### src/rtl/stage2_fmap_streamer_pkg.sv
// Shared constants for the stage-2 fmap streamer (channel count, sample width, frame size, gap).
// STAGE2_STREAM_PINGPONG_EN selects two frame banks instead of one.
package stage2_fmap_streamer_pkg;

    localparam int ST2_CONV_CI    = 3;
    localparam int ST2_CONV_IBW   = 8;
    localparam int ST2_CONV_X     = 12;
    localparam int ST2_CONV_Y     = 12;
    localparam int ST2_STREAM_GAP = 8;

`ifdef STAGE2_STREAM_PINGPONG_EN
    localparam int ST2_STREAM_BANKS = 2;
`else
    localparam int ST2_STREAM_BANKS = 1;
`endif

    // With a single bank the bank pointer never leaves 0.
    function automatic logic bank_next(input logic bank);
        return (ST2_STREAM_BANKS == 2) ? ~bank : 1'b0;
    endfunction

endpackage

### src/rtl/stage2_fmap_streamer_bank.sv
// One frame bank: simple dual-port RAM with a single write port and a registered read port.
// Contents are never reset.
module stage2_fmap_bank
    import stage2_fmap_streamer_pkg::*;
#(
    parameter int W     = ST2_CONV_CI * ST2_CONV_IBW,
    parameter int DEPTH = ST2_CONV_X * ST2_CONV_Y,
    parameter int AW    = $clog2(DEPTH)
) (
    input  logic          clk,
    input  logic          we_i,
    input  logic [AW-1:0] waddr_i,
    input  logic [W-1:0]  wdata_i,
    input  logic          re_i,
    input  logic [AW-1:0] raddr_i,
    output logic [W-1:0]  rdata_o
);

    logic [W-1:0] mem_q [DEPTH];
    logic [W-1:0] rdata_q;

    always_ff @(posedge clk) begin
        if (we_i) mem_q[waddr_i] <= wdata_i;
        if (re_i) rdata_q <= mem_q[raddr_i];
    end

    assign rdata_o = rdata_q;

endmodule

### src/rtl/stage2_fmap_streamer.sv
// Captures one pooled stage-1 fmap and replays it as a gap-free raster burst into the stage-2 core.
// STAGE2_STREAM_PINGPONG_EN (in the package) enables a second bank so capture overlaps streaming.
module stage2_fmap_streamer
    import stage2_fmap_streamer_pkg::*;
#(
    parameter int CI   = ST2_CONV_CI,
    parameter int IBW  = ST2_CONV_IBW,
    parameter int COLS = ST2_CONV_X,
    parameter int ROWS = ST2_CONV_Y,
    parameter int GAP  = ST2_STREAM_GAP
) (
    input  logic              clk,
    input  logic              reset,
    input  logic              i_wr_valid,
    input  logic [CI*IBW-1:0] i_wr_fmap,
    output logic              o_wr_ready,
    input  logic              i_rd_en,
    output logic              o_ot_valid,
    output logic [CI*IBW-1:0] o_ot_fmap,
    output logic              o_frame_last,
    output logic              o_busy,
    output logic              o_ovf
);

    localparam int W   = CI * IBW;
    localparam int PIX = COLS * ROWS;
    localparam int AW  = $clog2(PIX);
    localparam int GW  = $clog2(GAP + 1);
    localparam int NB  = ST2_STREAM_BANKS;
    localparam logic [AW-1:0] LAST_ADDR = AW'(PIX - 1);

    localparam logic [1:0] S_IDLE   = 2'd0;
    localparam logic [1:0] S_STREAM = 2'd1;
    localparam logic [1:0] S_GAP    = 2'd2;

    logic [1:0]    state_q, state_d;
    logic [AW-1:0] wr_addr_q, wr_addr_d, rd_addr_q, rd_addr_d;
    logic          wr_bank_q, wr_bank_d, rd_bank_q, rd_bank_d;
    logic [GW-1:0] gap_cnt_q, gap_cnt_d;
    logic [1:0]    full_q, full_d;
    logic          ovf_q, ovf_d;
    logic          wr_ready, wr_acc, wr_last, rd_issue, rd_last;
    logic          vld_p1_q, last_p1_q, sel_p1_q;
    logic          vld_p2_q, last_p2_q;
    logic [W-1:0]  fmap_p2_q;
    logic [W-1:0]  rd_data [2];

    assign wr_ready = ~full_q[wr_bank_q];
    assign wr_acc   = i_wr_valid & wr_ready;
    assign wr_last  = wr_acc & (wr_addr_q == LAST_ADDR);
    assign rd_issue = (state_q == S_STREAM);
    assign rd_last  = rd_issue & (rd_addr_q == LAST_ADDR);

    for (genvar b = 0; b < 2; b++) begin : g_bank
        if (b < NB) begin : g_ram
            stage2_fmap_bank #(.W(W), .DEPTH(PIX), .AW(AW)) u_bank (
                .clk     (clk),
                .we_i    (wr_acc && (wr_bank_q == 1'(b))),
                .waddr_i (wr_addr_q),
                .wdata_i (i_wr_fmap),
                .re_i    (rd_issue && (rd_bank_q == 1'(b))),
                .raddr_i (rd_addr_q),
                .rdata_o (rd_data[b])
            );
        end else begin : g_none
            assign rd_data[b] = '0;
        end
    end

    always_comb begin
        state_d   = state_q;
        wr_addr_d = wr_addr_q;
        wr_bank_d = wr_bank_q;
        rd_addr_d = rd_addr_q;
        rd_bank_d = rd_bank_q;
        gap_cnt_d = gap_cnt_q;
        full_d    = full_q;
        ovf_d     = ovf_q | (i_wr_valid & ~wr_ready);

        if (wr_acc) begin
            wr_addr_d = wr_last ? '0 : wr_addr_q + 1'b1;
            if (wr_last) wr_bank_d = bank_next(wr_bank_q);
        end

        case (state_q)
            S_IDLE: begin
                rd_addr_d = '0;
                if (full_q[rd_bank_q] && i_rd_en) state_d = S_STREAM;
            end
            S_STREAM: begin
                rd_addr_d = rd_addr_q + 1'b1;
                if (rd_last) begin
                    state_d   = S_GAP;
                    rd_addr_d = '0;
                    rd_bank_d = bank_next(rd_bank_q);
                    // The IDLE decision cycle is the last idle cycle of the gap.
                    gap_cnt_d = GW'(GAP - 1);
                end
            end
            S_GAP: begin
                if (gap_cnt_q <= GW'(1)) state_d = S_IDLE;
                else gap_cnt_d = gap_cnt_q - 1'b1;
            end
            default: state_d = S_IDLE;
        endcase

        // Release and fill always target different banks, so both can apply.
        if (rd_last) full_d[rd_bank_q] = 1'b0;
        if (wr_last) full_d[wr_bank_q] = 1'b1;
    end

    always_ff @(posedge clk) begin
        if (reset) begin
            state_q   <= S_IDLE;
            wr_addr_q <= '0;
            wr_bank_q <= 1'b0;
            rd_addr_q <= '0;
            rd_bank_q <= 1'b0;
            gap_cnt_q <= '0;
            full_q    <= '0;
            ovf_q     <= 1'b0;
            vld_p1_q  <= 1'b0;
            last_p1_q <= 1'b0;
            sel_p1_q  <= 1'b0;
            vld_p2_q  <= 1'b0;
            last_p2_q <= 1'b0;
            fmap_p2_q <= '0;
        end else begin
            state_q   <= state_d;
            wr_addr_q <= wr_addr_d;
            wr_bank_q <= wr_bank_d;
            rd_addr_q <= rd_addr_d;
            rd_bank_q <= rd_bank_d;
            gap_cnt_q <= gap_cnt_d;
            full_q    <= full_d;
            ovf_q     <= ovf_d;
            // p1: RAM read registered inside the bank
            vld_p1_q  <= rd_issue;
            last_p1_q <= rd_last;
            sel_p1_q  <= rd_bank_q;
            // p2: output register, data held while idle
            vld_p2_q  <= vld_p1_q;
            last_p2_q <= last_p1_q;
            if (vld_p1_q) fmap_p2_q <= rd_data[sel_p1_q];
        end
    end

    assign o_wr_ready   = wr_ready;
    assign o_ot_valid   = vld_p2_q;
    assign o_ot_fmap    = fmap_p2_q;
    assign o_frame_last = last_p2_q;
    assign o_busy       = (state_q != S_IDLE);
    assign o_ovf        = ovf_q;

endmodule
### config.mk
export PLATFORM = sky130hd
export DESIGN_NAME = stage2_fmap_streamer
export DESIGN_NICKNAME = d
export VERILOG_FILES = /design/src/rtl/stage2_fmap_streamer_pkg.sv /design/src/rtl/stage2_fmap_streamer_bank.sv /design/src/rtl/stage2_fmap_streamer.sv
export SDC_FILE = /design/constraint.sdc
export NUM_CORES = 2
export LEC_CHECK = 0
export CELL_PAD_IN_SITES_DETAIL_PLACEMENT = 2
export CELL_PAD_IN_SITES_GLOBAL_PLACEMENT = 2
export CORE_MARGIN = 1
export CORE_UTILIZATION = 39
export DETAILED_ROUTE_END_ITERATION = 8
export PLACE_DENSITY = 0.73
export SETUP_SLACK_MARGIN = 0.02
export SLEW_MARGIN = 30
export SYNTH_ARGS = -nofsm -noshare
export SYNTH_HDL_FRONTEND = slang
export SYNTH_SLANG_ARGS = --single-unit
### constraint.sdc
create_clock -name clk -period 4.2 [get_ports clk]
set_clock_uncertainty 0.15 [all_clocks]
set_input_delay 0.84 -clock clk [delete_from_list [all_inputs] [get_ports clk]]
set_output_delay 0.84 -clock clk [all_outputs]
set_load 0.005 [all_outputs]
# After elaboration in Yosys (flattened, before gate mapping)
# Memory sizes are Yosys's and may differ from the RTL's. A register that Yosys moved wholly into a read port is not among the register bits.
# Index checks and enable logic that the tools add are counted.
# W data, S select, Z words.
# classes
n_addsub,3
n_lt_le_gt_ge,1
n_eq_ne,8
mux,14
bitwise_logic,6
n_reduce_logical,8
# op_table
operator,n
$add A8 B1 Y8 const B,2
$eq A8 B8 Y1 const B,2
$mux W8,2
$pmux W8 S2,1
$mux W4,2
$pmux W4 S2,1
$reduce_bool A2 Y1,4
$mux W2,3
$ne A2 B2 Y1 const B,3
$pmux W2 S3,1
$reduce_and A3 Y1,2
$and A1 B1 Y1,4
$le A4 B1 Y1 const B,1
$mux W1,4
$sub A4 B1 Y4 const B,1
$eq A2 B1 Y1 const B,1
$eq A2 B2 Y1 const B,1
$logic_not A2 Y1,1
$ne A2 B1 Y1 const B,1
$logic_and A1 B1 Y1,1
$not A1 Y1,1
$or A1 B1 Y1,1
# totals
regBits,52
ramBits,3456
inputBits,28
output_inout_bits,29
mem_count,1
# memory_table
name,depth,word_bits,read_ports,rd_clocked_by_memory_dff,wr,line,source
g_bank[0].g_ram.u_bank.mem_q,144,24,1,1,1,stage2_fmap_streamer_bank.sv:19,logic [W-1:0] mem_q [DEPTH];

# Logic depth before layout (Yosys ltp)
# logic_depth
depth_word,4
depth_mapped,13
ltp_nobuf,8

# Modules after synthesis
# Synthesis repeated with hierarchy kept, for this count alone.
# unflattened
cells_unflattened,6233
area_unflattened_um2,135801.5
# modules_own_cells
module,n_inst,cells_per_inst,area_per_inst_um2,seq_area_each_um2
stage2_fmap_bank,1,6009,133704.5,104500.2
stage2_fmap_streamer,1,224,2097.0,1041.0

# Least setup slack after synthesis
# Ideal clock, no wire load.
# synth_path
path_kind,in2reg
start,input port i_wr_valid
end,register wr_addr_q[1]
setup_time_ns,0.128
t_arrival_ns,3.075
required_time_ns,3.922
setup_slack_ns,0.847
cell_stages,7
n_path_buf,1
path_cell_list,nor2b_1 > clkbuf_1 > nand4b_1 > nor2_1 > nor2_1 > a21oi_1 > nor2_1
# synth_via
elab_chain_cells,3
# synth_rtl
element,line,source
start: declaration,stage2_fmap_streamer.sv:14,"input logic i_wr_valid,"
$and A1 B1 Y1,stage2_fmap_streamer.sv:49,assign wr_acc = i_wr_valid & wr_ready;
$and A1 B1 Y1,stage2_fmap_streamer.sv:50,assign wr_last = wr_acc & (wr_addr_q == LAST_ADDR);
named net wr_last,stage2_fmap_streamer.sv:42,"logic wr_ready, wr_acc, wr_last, rd_issue, rd_last;"
$mux W8,stage2_fmap_streamer.sv:81,wr_addr_d = wr_last ? '0 : wr_addr_q + 1'b1;
end signal: assignment,stage2_fmap_streamer.sv:130,wr_addr_q <= wr_addr_d;
end: declaration,stage2_fmap_streamer.sv:37,"logic [AW-1:0] wr_addr_q, wr_addr_d, rd_addr_q, rd_addr_d;"
# The timed path passes the listed nets, and every way through them passes these cells.
# A chain may end at the register's enable or synchronous reset.

==> metrics.log <==
INFO  metric run_status = complete, but fails checks
INFO  metric violations_in_the_final_reports = negative setup slack
INFO  metric globalRouteTotalUtil = 0.303
INFO  metric ioPinCount = 57
INFO  metric root_buffer = clkbuf_16
INFO  metric worst_skew_pair.late_latency = 1.00 ns
INFO  metric synth_largest_area_cell = edfxtp_1
INFO  metric gp_congestion = 0.873
INFO  metric synth-xor-area-share = 0.000447
INFO  metric vdd.ir_drop.worst = 0.000361 V
INFO  metric cts_buffer_depth = 4
INFO  metric timing.final.setup_violations = 4
INFO  metric pwr_density_cell = 460 nW/um^2
INFO  metric finalWorstPathRequiredPeriod = 4.52 ns
INFO  metric post-route-worst-setup-slack = -0.325 ns
INFO  metric numPlacedInstances = 10884
INFO  metric synth_cell_type_count = 89
INFO  metric crit_required = 4.82 ns
INFO  metric die_y = 595 um
INFO  metric numCtsBuffers = 368
INFO  metric critPathMaxFanout = 21
INFO  metric simple_gate_share_of_the_synthesized_area = 0.0181
INFO  metric number_of_global_route_vias_before_repair = 78648
INFO  metric share_comb_of_total_power = 0.016
INFO  metric htreeDepth = 5
INFO  metric main_combinational_cell_family_by_area_after_synthesis = multiplexers
INFO  metric synth_compound_gate_area_share = 0.0238
INFO  metric number_of_flops_mapped_to_enable_cells_by_yosys = 3480
INFO  metric first_pass_iters = 8
INFO  metric fmax = 221 MHz
INFO  metric ys_seq_area_frac = 0.770
INFO  metric initial_utilization = 0.392
INFO  metric post_dp_cell_area = 147000 sq um
INFO  metric clkPwrFrac = 0.453
INFO  metric number_of_hold_buffers_added_after_cts = 0
INFO  metric remaining_drc_errors = 0
INFO  metric element_type_at_the_critical_path_start = register
INFO  metric post_synth.cell_area_avg = 22.6 sq um
INFO  metric cap_viol_max_count = 0
INFO  metric grt_overflow_total = 0
INFO  metric routed-via-count = 76632
INFO  metric synth_mux_area_frac = 0.164
INFO  metric port_buffers = 56
INFO  metric ys.flop_type = edfxtp_1
INFO  metric final-max-slew-violation-count = 0
INFO  metric fin_setup_tns = -0.537 ns
INFO  metric hold_viol = 0
INFO  metric clk_transition_reported_paths = 0.07 ns
INFO  metric hold_path_class = input pin to register
INFO  metric power.static_leakage = 47.9 nW
INFO  metric grt_antenna_before_repair = 59
INFO  metric post_synth_instance_area = 137000 sq um
INFO  metric syn-instance-count = 6074
INFO  metric row_count = 217
INFO  metric core_area = 350000 sq um
INFO  metric worstMarginPinSlew = 1.13 ns
INFO  metric post_detail_place_hpwl = 310000 um
INFO  metric switching_share = 0.225
INFO  metric path_class = register to register
INFO  metric sequential_power_share = 0.531
INFO  metric dp_slack = -0.549 ns
INFO  metric tritoncts = yes
INFO  metric timing.final.crit_share = 1.08
INFO  metric drt_first_iter_violations = 12829
INFO  metric synth_top_cells_by_area = edfxtp_1, mux4_2, mux2i_1
INFO  metric drive_above_1_share = 0.285
INFO  metric final_cell_count_no_fill = 11581
INFO  metric grt_pass1_wl = 729000 um
INFO  metric layout.nets = 6708
INFO  metric finish.utilization = 0.453
INFO  metric postRouteAntennaNets = 0
INFO  metric cts.sink_count = 3532
INFO  metric grt_start_max_net_pins = 121
INFO  metric die_w = 595 um
INFO  metric intPower = 0.0566 W
INFO  metric synth_largest_type_area_fraction = 0.762
INFO  metric ys_ff_latch = 3532
INFO  metric post_drt_via_cell_ratio = 6.62
INFO  metric route.detailed.wl_per_inst = 47.8 um
INFO  metric timing.max_slew.rel_slack = 0.246
INFO  metric synth_async_sr_flop_share = 0
INFO  metric mappedNetlistNets = 6109
INFO  metric power.switching = 0.0164 W
INFO  metric critPathCaptureType = register
INFO  metric route.final.wire_length = 554000 um
INFO  metric synth-adder-area-share = 0.000639
INFO  metric final_area = 159000 sq um
INFO  metric synth_warnings = 0
INFO  metric syn_to_final_growth = 15.7%
INFO  metric arrival = 5.15 ns
INFO  metric dieArea = 354000 sq um
[layout make-up]
type | count | area, sq um
fillers | 31027 | 191000
flip-flops and latches | 3532 | 106000
multi-input cells | 2180 | 29300
clock buffers | 486 | 9800
repair buffers | 571 | 6550
well taps | 4599 | 5750
clock inverters | 175 | 1490
inverters | 20 | 85.1
diodes | 18 | 45.0
[cell usage after synthesis, types with 8 or more instances]
cell,number
o22ai_1,32
a21oi_1,76
a31oi_1,19
a22oi_1,51
a221oi_2,11
nand2b_1,12
nor2_1,248
o21ai_0,59
inv_1,17
dfxtp_1,52
a221oi_1,29
buf_8,30
buf_2,91
and2_1,10
nand4_1,8
o221ai_1,41
clkbuf_8,23
edfxtp_1,3480
buf_4,43
o21ai_1,15
mux2i_1,292
a211oi_1,30
mux2_2,12
o31ai_1,9
clkbuf_1,67
buf_12,36
nor2b_1,17
nand3_1,48
nand2_1,138
mux4_2,751
nor3_1,28
buf_6,41
mux4_1,98
a2111oi_0,8
[cells by family after synthesis]
logic type	Yosys count
mux	1153
flops	3532
fa+ha+maj	7
compound gates	455
buf+inv	362
xor+xnor	7
simple gates	558
[worst paths after layout]
path | slack (ns) | endpoint | start | cells past startpoint
hold reg to reg | 0.31 | o_frame_last | last_p1_q | 1
setup / recovery | -0.32 | g_bank[0].g_ram.u_bank.rdata_o[16] | rd_addr_q[3] | 7
setup reg to reg | -0.32 | g_bank[0].g_ram.u_bank.rdata_o[16] | rd_addr_q[3] | 7
hold / removal | 0.13 | g_bank[0].g_ram.u_bank.mem_q[138][2] | i_wr_fmap[2] | 1
[worst max-delay path: stages (launching register included)]
cell       delay (ns)
dfxtp_4          0.77
or3b_2           0.81
buf_4            0.34
o22ai_1          0.47
a2111oi_0        0.24
buf_4            0.22
or4_1            0.85
o31ai_1          0.40
[cell usage in the layout, fill, tap and decap left out, types with 8 or more instances in the layout]
cell / n
o221ai_1: 38
clkinv_8: 9
nand2b_1: 12
buf_4: 362
clkbuf_16: 372
nor2_2: 72
mux2_2: 12
clkinv_1: 86
dfxtp_1: 45
mux4_2: 751
edfxtp_1: 3480
a31oi_1: 18
nand3_1: 44
mux4_1: 98
nor2_1: 102
inv_1: 15
nor3_1: 26
bufinv_16: 20
buf_12: 162
diode_2: 18
a211oi_1: 30
a221oi_1: 29
o21ai_0: 56
clkbuf_1: 108
a22oi_1: 51
nand4_1: 8
a221oi_2: 11
a21oi_1: 74
nand2_1: 137
and2_1: 9
inv_6: 9
o22ai_1: 31
nor2_4: 74
o31ai_1: 8
nor2b_1: 12
mux2i_1: 292
clkinv_2: 43
clkdlybuf4s50_1: 31
o21ai_1: 18
buf_6: 8
[through the flow]
stage	total power, W	hold WS, ns
2_1_floorplan	0.0396	0.264
3_3_place_gp	0.0404	0.301
3_5_place_dp	0.0406	0.305
4_1_cts	0.0728	0.102
5_1_grt	0.0740	0.115
6_report	0.0729	0.134
[flip-flops by register name, summed over array words and instances, names as in the netlist]
register                     cells
last_p1_q                        1
vld_p1_q                         1
g_bank.g_ram.u_bank.mem_q     3456
o_ot_valid                       1
o_frame_last                     1
rd_addr_q                        8
state_q                          2
full_q                           1
g_bank.g_ram.u_bank.rdata_o     24
o_ot_fmap                       24
wr_addr_q                        8
gap_cnt_q                        4
o_ovf                            1
[power groups by stage]
stage,Sequential [W],Clock [W],Combinational (W)
floorplan,0.0395,0,0.0000986
global placement,0.0395,0,0.000926
detailed placement,0.0395,0,0.00107
CTS,0.0387,0.0330,0.00110
global route,0.0387,0.0341,0.00115
finish,0.0387,0.0330,0.00116
[timing repair]
action / CTS / global route
gates resized for setup: 5 / 0
setup endpoints to repair: 8 / 2
pin swaps: 1 / 0
buffers inserted: 6 / 5
[metal layers]
metal | global-route usage | vias to the layer above | routed length [um]
li1 | - | 27054 | -
met1 | 0.374 | 41364 | 190000
met2 | 0.498 | 6502 | 265000
met3 | 0.0700 | 1678 | 61900
met4 | 0.162 | 34 | 36600
met5 | 0 | - | 226
Note: power is estimated with default switching activity, not from simulation.
